### src/rtl/mem_responder_pkg.sv
// mem_responder_pkg
// Shared definitions for the memory responder: FSM state codes in the
// same 8-bit style as the CPU's own state codes.
package mem_responder_pkg;

    typedef enum logic [7:0] {
        ST_CLEAR = 8'h01,
        ST_LOAD  = 8'h02,
        ST_RUN   = 8'h04
    } state_t;

endpackage

### src/rtl/mem_responder_ram_sync.sv
// ram_sync
// Single-port-write synchronous RAM with a registered, read-first read port.
// Ports:
//   clk    system clock
//   rst    synchronous active-high reset (clears only the read register)
//   we     write enable
//   waddr  write address
//   wdata  write data
//   raddr  read address, sampled every edge
//   rdata  registered read data (old word on read-during-write)
module ram_sync #(
    parameter int ADDR_WIDTH = 6,
    parameter int DATA_WIDTH = 16
) (
    input  logic                  clk,
    input  logic                  rst,
    input  logic                  we,
    input  logic [ADDR_WIDTH-1:0] waddr,
    input  logic [DATA_WIDTH-1:0] wdata,
    input  logic [ADDR_WIDTH-1:0] raddr,
    output logic [DATA_WIDTH-1:0] rdata
);

    logic [DATA_WIDTH-1:0] mem [2**ADDR_WIDTH];

    always_ff @(posedge clk) begin
        if (we) begin
            mem[waddr] <= wdata;
        end
    end

    // Non-blocking read of the array in the same edge as the write yields
    // the pre-write word, giving read-first behaviour.
    always_ff @(posedge clk) begin
        if (rst) begin
            rdata <= '0;
        end else begin
            rdata <= mem[raddr];
        end
    end

endmodule

### src/rtl/mem_responder.sv
// mem_responder
// Memory-side responder for the CPU's single-port bus plus program loader.
// After reset it (optionally) clears the RAM, then accepts a program image
// over a valid/ready stream written from address 0, holding the CPU in reset
// until the image is complete. In RUN it serves CPU reads and writes.
// Optional feature macro: MEM_RESPONDER_CLEAR_EN (zero-fill sweep after reset).
// Ports:
//   clk, rst                      clock, synchronous active-high reset
//   mem_we, mem_addr, mem_data    CPU write enable / address / write data
//   mem_in                        registered read data to the CPU
//   load_valid, load_data,
//   load_last, load_ready         loader stream
//   cpu_hold                      high keeps the CPU in reset
//   load_count                    words loaded since reset (saturates at depth)
module mem_responder
    import mem_responder_pkg::*;
#(
    parameter int ADDR_WIDTH = 6,
    parameter int DATA_WIDTH = 16
) (
    input  logic                  clk,
    input  logic                  rst,
    input  logic                  mem_we,
    input  logic [ADDR_WIDTH-1:0] mem_addr,
    input  logic [DATA_WIDTH-1:0] mem_data,
    output logic [DATA_WIDTH-1:0] mem_in,
    input  logic                  load_valid,
    input  logic [DATA_WIDTH-1:0] load_data,
    input  logic                  load_last,
    output logic                  load_ready,
    output logic                  cpu_hold,
    output logic [ADDR_WIDTH:0]   load_count
);

`ifdef MEM_RESPONDER_CLEAR_EN
    localparam state_t RESET_STATE = ST_CLEAR;
`else
    localparam state_t RESET_STATE = ST_LOAD;
`endif

    localparam logic [ADDR_WIDTH:0] FULL_COUNT = {1'b1, {ADDR_WIDTH{1'b0}}};

    state_t                state, state_nxt;
    logic [ADDR_WIDTH-1:0] ptr;
    logic                  xfer;
    logic                  ptr_step;
    logic                  ram_we;
    logic [ADDR_WIDTH-1:0] ram_waddr;
    logic [DATA_WIDTH-1:0] ram_wdata;

    always_ff @(posedge clk) begin
        if (rst) begin
            state <= RESET_STATE;
        end else begin
            state <= state_nxt;
        end
    end

    // load_ready depends only on state and rst, so there is no path from
    // load_valid back to load_ready.
    always_comb begin
        state_nxt  = state;
        load_ready = 1'b0;
        cpu_hold   = 1'b1;
        xfer       = 1'b0;
        ptr_step   = 1'b0;
        ram_we     = 1'b0;
        ram_waddr  = ptr;
        ram_wdata  = load_data;
        case (state)
`ifdef MEM_RESPONDER_CLEAR_EN
            ST_CLEAR: begin
                ram_we    = !rst;
                ram_wdata = '0;
                ptr_step  = 1'b1;
                if (ptr == '1) begin
                    state_nxt = ST_LOAD;
                end
            end
`endif
            ST_LOAD: begin
                load_ready = !rst;
                xfer       = load_valid && !rst;
                ram_we     = xfer;
                ptr_step   = xfer;
                // The last address ends loading even without load_last,
                // so the pointer never wraps over word 0.
                if (xfer && (load_last || ptr == '1)) begin
                    state_nxt = ST_RUN;
                end
            end
            ST_RUN: begin
                cpu_hold  = rst;
                ram_we    = mem_we && !rst;
                ram_waddr = mem_addr;
                ram_wdata = mem_data;
            end
            default: begin
                state_nxt = RESET_STATE;
            end
        endcase
    end

    // The clear sweep wraps the pointer back to 0 on its final step, which
    // is exactly where loading starts.
    always_ff @(posedge clk) begin
        if (rst) begin
            ptr        <= '0;
            load_count <= '0;
        end else begin
            if (ptr_step) begin
                ptr <= ptr + 1'b1;
            end
            if (xfer && load_count != FULL_COUNT) begin
                load_count <= load_count + 1'b1;
            end
        end
    end

    ram_sync #(
        .ADDR_WIDTH (ADDR_WIDTH),
        .DATA_WIDTH (DATA_WIDTH)
    ) u_ram (
        .clk   (clk),
        .rst   (rst),
        .we    (ram_we),
        .waddr (ram_waddr),
        .wdata (ram_wdata),
        .raddr (mem_addr),
        .rdata (mem_in)
    );

endmodule
### config.mk
export PLATFORM = sky130hd
export DESIGN_NAME = mem_responder
export DESIGN_NICKNAME = d
export VERILOG_FILES = /design/src/rtl/mem_responder_pkg.sv /design/src/rtl/mem_responder_ram_sync.sv /design/src/rtl/mem_responder.sv
export SDC_FILE = /design/constraint.sdc
export NUM_CORES = 1
export LEC_CHECK = 0
export BUFFER_PORTS_ARGS = -buffer_cell sky130_fd_sc_hd__buf_2
export CAP_MARGIN = 20
export CORE_ASPECT_RATIO = 0.6
export CORE_MARGIN = 3
export CORE_UTILIZATION = 45
export DETAILED_ROUTE_END_ITERATION = 12
export PLACE_DENSITY = 0.61
export REMOVE_ABC_BUFFERS = 1
export SLEW_MARGIN = 30
export SYNTH_ARGS = -nofsm -noshare
export SYNTH_HDL_FRONTEND = slang
export SYNTH_SLANG_ARGS = --single-unit
### constraint.sdc
create_clock -name clk -period 3.5 [get_ports clk]
set_input_delay 0.525 -clock clk [delete_from_list [all_inputs] [get_ports clk]]
set_output_delay 0.525 -clock clk [all_outputs]
set_load 0.02 [all_outputs]
==> impl_results.md <==
* Outcome: complete, no violations
* Share of layout cells above drive strength 1 at 0.305
* Unrepaired setup endpoints after global routing: no
* Part of the cycle the worst path needs at 0.817
* R2R Path Start: state[1]
* Main area contributors after synthesis: edfxtp_1, mux4_2, mux2i_1
* Site row count at 84
* WL/cell at 31.7 um
* PwrDens at 557 nW/um^2
* Die W at 394 um
* Hold Crit Depth at 2
* EDFF count, synth at 1024
* Sequential area share after synthesis at 0.773
* Primary FF master, synth: edfxtp_1
* Fin. Hold Viols at 0
* #FFs+latches synth at 1055
* WHS Endpoint: ptr[0]
* Req. time, crit path at 3850 ps
* Vias in the first global route at 19800
* Vias at 20000
* Pre-CTS setup slack at 180 ps
* Core area at 88500 um^2
* Drt pass-1 iters at 5
* Die area at 93900 um^2
* Clock buffer depth at 3
* GRT overflow at 0
* Avg Vias per Cell at 6.01
* Critical Path Sink Type: flip-flop
* Top cell type by total area after synthesis: edfxtp_1
* Cts hold-fix bufs at 0
* Final slew viol count at 0
* R2r setup slk at 640 ps
* Post-DP HPWL at 65.4 mm
* DRT antenna net count at 0
* First-pass GRT wire length at 150 mm
* Initial antenna violation count at 3
* # DRC at 0
* TritonCTS clock tree: yes
* Final min period at 2860 ps
* Syn avg cell area at 22.1 um^2
* Final TNS setup at 0 ps
* LEAKAGE at 0.0149 uW
* Asr flop ratio synth at 0
* Layout Cells excl Fill at 3324
* Sinks on the clock net at 1055
* Layout area overhead at 14.4%
* H-tree depth at 3
* Slew margin rel. at 0.353
* Cells after Synth at 1833
* CTS Root Cell: clkbuf_16
* Peak Freq at 0.350 GHz
* PostCTS Resize Cnt at 0
* Die Span Y at 239 um
* Synthesis Warnings at 0
* Post-CTS Setup Inserts at 0
* Starting Density at 0.459
* RR Endpoint: u_ram.mem[9][10]
* CP startpoint kind: flip-flop
* Setup CP Type: flip-flop to flip-flop
* Max IR drop VDD at 454 uV
* Top cell type's share of synthesized area at 0.758
* Worst-path fanout max at 14
* Fillers at 6903
* Critical path data arrival time at 3210 ps
* Pin slew with the least headroom to its limit at 944 ps
* Clk_lat worst skew at 690 ps
* Io pins at 68
* Largest net degree at the start of global routing at 65
* Fin Clk Skew at 29.1 ps
* Total Wirelength at 105 mm
* Final setup fails at 0
* Placed cell count at 3150
* Worst Slack Setup Final at 642 ps
* Clock Pin Slew Worst Setup and Hold Paths at 70 ps
* GP Congestion at 0.897
* Final #Nets at 2089
* Total GRT Usage at 0.226
* Post-synth cell types at 43
* CTS Buf Count at 92
* Reg2reg path depth at 7
* PortBufs at 67
* Starting DRC count in detailed routing at 2924
* Max Cap Violations at 0
* Cell Area, Synth at 40600 um^2
* Hold Crit Class: primary input to flip-flop
* Hold Startpoint: rst
[layer usage]
layer | up-vias | GRT usage | wire length (um)
met5 | - | 0 | 0
met4 | 0 | 0.0511 | 2060
met3 | 141 | 0.0680 | 11500
met2 | 1017 | 0.309 | 44400
met1 | 10700 | 0.357 | 47300
li1 | 8098 | - | -
[final cells by class]
cell class	count	area, um^2	share of cell area
sequential	1055	31400	0.676
multi-input combinational	673	8750	0.188
clock buffer	108	2430	0.0523
timing repair buffer	213	1690	0.0363
tap	1204	1510	0.0325
clock inverter	64	659	0.0142
inverter	5	18.8	0.000404
antenna	2	5.00	0.000108
[per-stage QoR]
stage	utilization	instance area, um^2	hold slack (ps)	total power [uW]
after detailed placement	0.490	43300	508	15600
after global routing	0.524	46400	213	26600
after CTS	0.524	46400	176	26000
final	0.525	46400	232	25900
after global placement	0.489	43300	503	15600
after floorplan	-	40100	475	14800
[synth_stat cells, drive strengths merged (2+ instances only)]
cell,count
edfxtp,1024
mux4,257
mux2i,97
nor2,84
buf,58
nand2,44
clkbuf,42
dfxtp,31
o21ai,23
a21oi,18
a22oi,17
mux2,17
o22ai,16
a211oi,15
a22o,15
o221ai,14
nand2b,7
ha,6
xor2,6
inv,5
nand3,4
nor2b,4
xnor2,4
nand3b,3
or3,3
and4,2
nand4,2
nor3b,2
o31ai,2
or3b,2
[cell families (layout without fill, tap and decap cells)]
family	after synthesis	in the layout	share of synthesized area
AO/OA/AOI/OAI	125	125	0.0211
XOR/XNOR	10	10	0.00216
adder cells (fa/ha/maj)	6	6	0.00185
buffers and inverters	105	390	0.0132
flip-flops	1055	1055	0.773
multiplexers	371	371	0.171
other	0	2	0
AND/OR/NAND/NOR	161	161	0.0174
[critical path: stages, from the launching register on]
cell and delay, ps:
dfxtp_1 310, inv_1 90, ha_1 410, mux2i_1 270, nor2b_1 280, nand2_1 350, nor2_1 440, buf_4 350
[worst max path at each step]
stage / start / end / slack [ps]
floorplan: mem_addr[4] / u_ram.mem[50][0] / 300
global placement: mem_addr[0] / u_ram.rdata[14] / 100
detailed placement: mem_addr[0] / u_ram.rdata[2] / 180
CTS: state[1] / u_ram.mem[9][10] / 740
global route: state[1] / u_ram.mem[9][10] / 500
finish: state[1] / u_ram.mem[9][10] / 640
[power breakdown]
part           switching, uW  internal [uW]  total (uW)
sequential              46.5          13900       14000
combinational            900            506        1410
clock                   4550           5930       10500
[cells in the final DEF, fill, tap and decap left out, drive strengths merged, types with 3 or more instances in the layout]
cell,netlist,layout
inv,5,8
nand2b,7,7
a21oi,18,18
clkinvlp,0,3
mux4,257,257
mux2,17,17
or3,3,3
nor2b,4,4
xnor2,4,4
o221ai,14,14
nand2,44,44
nor2,84,84
nand3b,3,3
a22oi,17,17
ha,6,6
dfxtp,31,31
o22ai,16,16
mux2i,97,97
a22o,15,15
clkinv,0,45
bufinv,0,13
nand3,4,4
xor2,6,6
o21ai,23,23
a211oi,15,15
clkbuf,42,109
buf,58,212
edfxtp,1024,1024
[flip-flops by register name (all words and copies together), names as in the netlist]
register / flops
ptr: 6
u_ram.rdata: 16
load_count: 7
state: 2
u_ram.mem: 1024
(Power assumes the default switching activity.)
